<file path="config.mk">
export PLATFORM = sky130hd
export DESIGN_NAME = prefetch_fifo
export DESIGN_NICKNAME = d
export VERILOG_FILES = /design/src/rtl/prefetch_fifo.sv
export SDC_FILE = /design/constraint.sdc
export NUM_CORES = 1
export LEC_CHECK = 0
export ABC_AREA = 1
export BUFFER_PORTS_ARGS = -buffer_cell sky130_fd_sc_hd__buf_4
export CAP_MARGIN = 20
export CELL_PAD_IN_SITES_DETAIL_PLACEMENT = 1
export CELL_PAD_IN_SITES_GLOBAL_PLACEMENT = 1
export CORE_ASPECT_RATIO = 1.4
export CORE_MARGIN = 5
export CORE_UTILIZATION = 50
export CTS_BUF_LIST = sky130_fd_sc_hd__clkbuf_8 sky130_fd_sc_hd__clkbuf_16
export DETAILED_ROUTE_END_ITERATION = 16
export GPL_TIMING_DRIVEN = 0
export PLACE_DENSITY_LB_ADDON = 0.05
export SLEW_MARGIN = 20
export SYNTH_ARGS = -nofsm -noshare
export SYNTH_HDL_FRONTEND = slang
export SYNTH_SLANG_ARGS = --single-unit
</file>
<file path="constraint.sdc">
create_clock -name clk -period 11.95 [get_ports clk]
set_input_delay 2.39 -clock clk [delete_from_list [all_inputs] [get_ports clk]]
set_output_delay 2.39 -clock clk [all_outputs]
set_load 0.02 [all_outputs]
</file>
<file path="src/rtl/prefetch_fifo.sv">
// prefetch_fifo: entry buffer between the prefetch (line-to-entry) stage and
// the fetch stage. Entries are 68 bits {code[3:0], bytes[63:0]}; code 1..8 is
// a valid byte count, code >= 14 marks a fault. The head entry is presented
// first-word-fall-through on the accept port. A fault entry blocks further
// writes and is never popped; only pr_reset (or rst) clears it.
//
// Optional feature: define PREFETCH_FIFO_BYPASS_EN to let a write into an
// empty FIFO appear on the accept port in the same cycle (and be consumed
// without storage when popped at once). Default build: registered path only.
module prefetch_fifo #(
  parameter int DEPTH  = 16,
  parameter int ADDR_W = 4
) (
  input  logic              clk,
  input  logic              rst,
  input  logic              pr_reset,
  input  logic              prefetchfifo_write_do,
  input  logic [67:0]       prefetchfifo_write_data,
  output logic              prefetchfifo_full,
  output logic [ADDR_W:0]   prefetchfifo_used,
  input  logic              prefetchfifo_accept_do,
  output logic [67:0]       prefetchfifo_accept_data,
  output logic              prefetchfifo_accept_empty
);

  localparam logic [3:0] PREFETCH_PF_FAULT  = 4'd14;
  localparam logic [3:0] PREFETCH_GP_FAULT  = 4'd15;
  localparam logic [3:0] PREFETCH_MIN_FAULT = 4'd14;
  localparam logic [ADDR_W:0] DEPTH_CNT     = (ADDR_W + 1)'(DEPTH);

  // Storage holds no reset: contents are don't-care whenever count is zero.
  logic [67:0]       mem_reg [DEPTH];

  logic [ADDR_W-1:0] rd_ptr_reg, rd_ptr_next;
  logic [ADDR_W-1:0] wr_ptr_reg, wr_ptr_next;
  logic [ADDR_W:0]   count_reg, count_next;
  logic              fault_latched_reg, fault_latched_next;

  logic              stored_empty;
  logic              full;
  logic [67:0]       head_data;
  logic [3:0]        head_code;
  logic [3:0]        write_code;
  logic              write_ok;
  logic              pop_ok;
  logic              store_en;
  logic              bypass_active;
  logic              bypass_consume;

  assign stored_empty = (count_reg == '0);
  assign full         = (count_reg == DEPTH_CNT);
  assign head_data    = mem_reg[rd_ptr_reg];
  assign head_code    = head_data[67:64];
  assign write_code   = prefetchfifo_write_data[67:64];

  // Fault codes are only ever compared against the minimum; the named pair
  // documents the two flavours a producer can send.
  logic unused_fault_codes;
  assign unused_fault_codes = ^{PREFETCH_PF_FAULT, PREFETCH_GP_FAULT};

  // Write acceptance: full is judged on the registered count, so a pop in the
  // same cycle does not make room for a write.
  assign write_ok = prefetchfifo_write_do && !full && !fault_latched_reg &&
                    !pr_reset && (write_code != 4'd0);

  // Pop acceptance: a fault entry at the head is pinned until a flush.
  assign pop_ok = prefetchfifo_accept_do && !stored_empty &&
                  (head_code < PREFETCH_MIN_FAULT) && !pr_reset;

`ifdef PREFETCH_FIFO_BYPASS_EN
  // A write into an empty FIFO is visible on the accept port immediately; a
  // non-fault entry popped in that same cycle never touches storage.
  assign bypass_active  = stored_empty && write_ok;
  assign bypass_consume = bypass_active && prefetchfifo_accept_do &&
                          (write_code < PREFETCH_MIN_FAULT);
`else
  assign bypass_active  = 1'b0;
  assign bypass_consume = 1'b0;
`endif

  assign store_en = write_ok && !bypass_consume;

  // Next-state for pointers, occupancy and the fault latch; flush wins.
  always_comb begin
    rd_ptr_next        = rd_ptr_reg;
    wr_ptr_next        = wr_ptr_reg;
    count_next         = count_reg;
    fault_latched_next = fault_latched_reg;
    if (pr_reset) begin
      rd_ptr_next        = '0;
      wr_ptr_next        = '0;
      count_next         = '0;
      fault_latched_next = 1'b0;
    end else begin
      if (store_en) begin
        wr_ptr_next = wr_ptr_reg + 1'b1;
      end
      if (pop_ok) begin
        rd_ptr_next = rd_ptr_reg + 1'b1;
      end
      if (write_ok && (write_code >= PREFETCH_MIN_FAULT)) begin
        fault_latched_next = 1'b1;
      end
      case ({store_en, pop_ok})
        2'b10:   count_next = count_reg + 1'b1;
        2'b01:   count_next = count_reg - 1'b1;
        default: count_next = count_reg;
      endcase
    end
  end

  // Control state register with asynchronous clear.
  always_ff @(posedge clk or posedge rst) begin
    if (rst) begin
      rd_ptr_reg        <= '0;
      wr_ptr_reg        <= '0;
      count_reg         <= '0;
      fault_latched_reg <= 1'b0;
    end else begin
      rd_ptr_reg        <= rd_ptr_next;
      wr_ptr_reg        <= wr_ptr_next;
      count_reg         <= count_next;
      fault_latched_reg <= fault_latched_next;
    end
  end

  // Entry storage write port.
  always_ff @(posedge clk) begin
    if (store_en) begin
      mem_reg[wr_ptr_reg] <= prefetchfifo_write_data;
    end
  end

  // Accept port: head entry when something is stored, bypassed write when the
  // FIFO is empty and the bypass path is built in, otherwise zero.
  always_comb begin
    prefetchfifo_accept_data  = 68'd0;
    prefetchfifo_accept_empty = 1'b1;
    if (!stored_empty) begin
      prefetchfifo_accept_data  = head_data;
      prefetchfifo_accept_empty = 1'b0;
    end else if (bypass_active) begin
      prefetchfifo_accept_data  = prefetchfifo_write_data;
      prefetchfifo_accept_empty = 1'b0;
    end
  end

  assign prefetchfifo_full = full;
  assign prefetchfifo_used = count_reg;

endmodule

</file>
==> reports/results.ini <==
[outcome]
outcome = completed

[sta]
rsz0062_at_grt = no
slew_violations = 0
min_period_ps = 6550
worst_slew_pin_slew_ps = 1200
layout_setup_ws_ps = 5400
fin_skew_ps = 31.3
finalSetupViolations = 0
hold_viol = 0
period_share_pct = 54.8
max_freq_mhz = 153
tns_ps = 0
maxSlewHeadroom_pct = 20.0

[drt]
routed_wirelength_um = 156000
wl_per_cell_um = 34.0
vias = 30300
drc = 0
drtAntennaViolNets = 0
via_per_inst = 6.60
firstDrtPassIters = 7
first_iter_violations = 3502

[grt]
antenna_found_initial = 8
top_usage_layer = met2
grt_pass1_wl_um = 222000
grt_use_met1_pct = 41.6
grtUsageTotal_pct = 33.3
overflow = 0
use_met2_pct = 57.3
grt_pass1_vias = 32400
grt_max_degree = 19
grtUsageMet3_pct = 5.14

[critical_path]
cp.depth = 6
critPathTopFamily = buffers and inverters
critPathCaptureType = primary output
crit_buf_inv = 4
crit_chain = buf_2 > buf_1 > clkbuf_1 > o211ai_1 > a21oi_1 > buf_4
reg2reg_depth = 18
crit_path_max_fanout = 10
slowest_delay_ps = 790
crit_slowest_cell = buf_1
worstSetupPathType = flip-flop to primary output
cp_data_arrival_time_ps = 4160
required_ps = 9560
start_kind = flip-flop

[final_layout]
nets = 3488
area_growth_pct = 17.1
largest_reg_flops = 1088
drive_gt1_share_pct = 12.9
fin_util_pct = 58.9

[clocking]
post_cts_buffers = 0
clk_path_buf_depth = 3
cts_resized = 0
cts.htree.levels = 3
numClockSinks = 1102
cts_tree = yes
cts_hold_buffers = 0
numCtsBuffers = 105
cts_root_buf = clkbuf_16
path_clk_slew_ps = 60
clk_latency_ps = 710

[pwr]
vdd_drop_max_v = 0.000172
total_power_mw = 10.9
p_leak_nw = 16.4
p_per_area_nw_per_um2 = 216

[place]
gp_congestion = 0.830
place_ws_ps = 6220
numPortBuffers = 147
place_hpwl_um = 103000

[synthesis]
yosys.area_share.simple_pct = 6.88
synthCells = 3086
synthesis.area_um2 = 43000
ys_seq_area_share_pct = 76.7
ys_top_cells_by_area = edfxtp_1 76%, o21ai_0 6.1%, nor2_1 4.8%
synth_ff_type = edfxtp_1
synth_top_area_share_pct = 75.9
synth.area.mux_share_pct = 0
synthDistinctLibCells = 30
synth_top_family_by_area = compound AO/OA/AOI/OAI gates
postSynth.asyncResetShare_pct = 1.27
avgSynthCellArea_um2 = 13.9
yosys.area_share.adder_pct = 0.279
synth_edf_count = 1088
synth_xor_area_share_pct = 0.0611
synth-compound-area-share_pct = 13.2
synth_seq_cells = 1102
synth_fp_nets = 3168
yosysWarnings = 0
yosysTopAreaCell = edfxtp_1

[floorplan]
die_y_um = 357
num_rows = 127
start_util_pct = 50.3
die_x_um = 258
num_io_pins = 148
die_area_um2 = 92100
core_area_um2 = 85500

[worst_hold_path]
hp-class = flip-flop to flip-flop
min_path_cells = 2

[flow_run]
maxCapViolations = 0

## cells in the mapped netlist (all sizes together) (8+ instances only)
cell and n:
ha 8, nand2 98, nor2 545, o211ai 79
a21oi 72, o22ai 78, edfxtp 1088, buf 71
inv 50, clkbuf 161, nand3 98, dfrtp 14
o221ai 183, o21ai 530
## stage by stage
step	std cells	hold WS (ps)	cell area [µm²]
floorplan	3086	506	43000
global placement	4329	518	45500
detailed placement	4395	536	47100
CTS	4585	546	50400
global route	4587	586	50400
finish	4590	545	50400
## layout by cell type, fill, tap and decap left out, drive strengths merged
cell and n:
bufinv 7, nor4 1, xor2 1, ha 8
dfrtp 14, fa 1, nor2 545, inv 75
a21oi 72, o21ai 530, o211ai 79, o22ai 78
buf 284, nor3 3, edfxtp 1088, o221ai 183
nand3 98, nand4 1, clkbuf 270, diode 5
clkinv 50, xnor2 2, nand2 98, clkinvlp 1
## power by group
group / switching, mW / internal (mW)
clock: 1.45 / 1.79
combinational: 2.46 / 0.860
sequential: 0.0261 / 4.31
## metal layers
| metal | wire length [µm] | vias to the layer above |
|---|---|---|
| met1 | 57400 | 15800 |
| li1 | - | 12500 |
| met2 | 78000 | 1688 |
| met3 | 12400 | 401 |
| met5 | 31 | - |
| met4 | 8190 | 4 |
## tightest hold or removal path: cells and delay by family (launching register included)
family          cells  cell delay [ps]
compound gates      1               70
buf+inv             1               70
flops               1              360
## kinds of logic after synthesis
logic type | after synthesis
fa+ha+maj | 9
flops | 1102
compound gates | 942
simple gates | 746
xor+xnor | 3
buf+inv | 284
## final cells by class
class                   instances  area (µm²)
fillers                      8183       35100
clock inverters                81         537
diodes                          5        12.5
inverters                      52         198
repair buffers                213        2570
multi-input cells            1700        8920
flip-flops and latches       1102       33000
plain buffers                 232        1010
clock buffers                 109        2730
well taps                    1096        1370
## final timing paths
path                                        start                            to  slack (ps)
worst max-delay path                rd_ptr_reg[2]  prefetchfifo_accept_data[34]        5400
worst min register to register  fault_latched_reg             fault_latched_reg         550
worst max register to register      rd_ptr_reg[1]          prefetchfifo_used[4]        8660
worst min-delay path            fault_latched_reg             fault_latched_reg         550
min in group asynchronous                     rst                 rd_ptr_reg[3]        1760
max in group asynchronous                     rst          prefetchfifo_used[4]        9810
(Power assumes the default switching activity.)
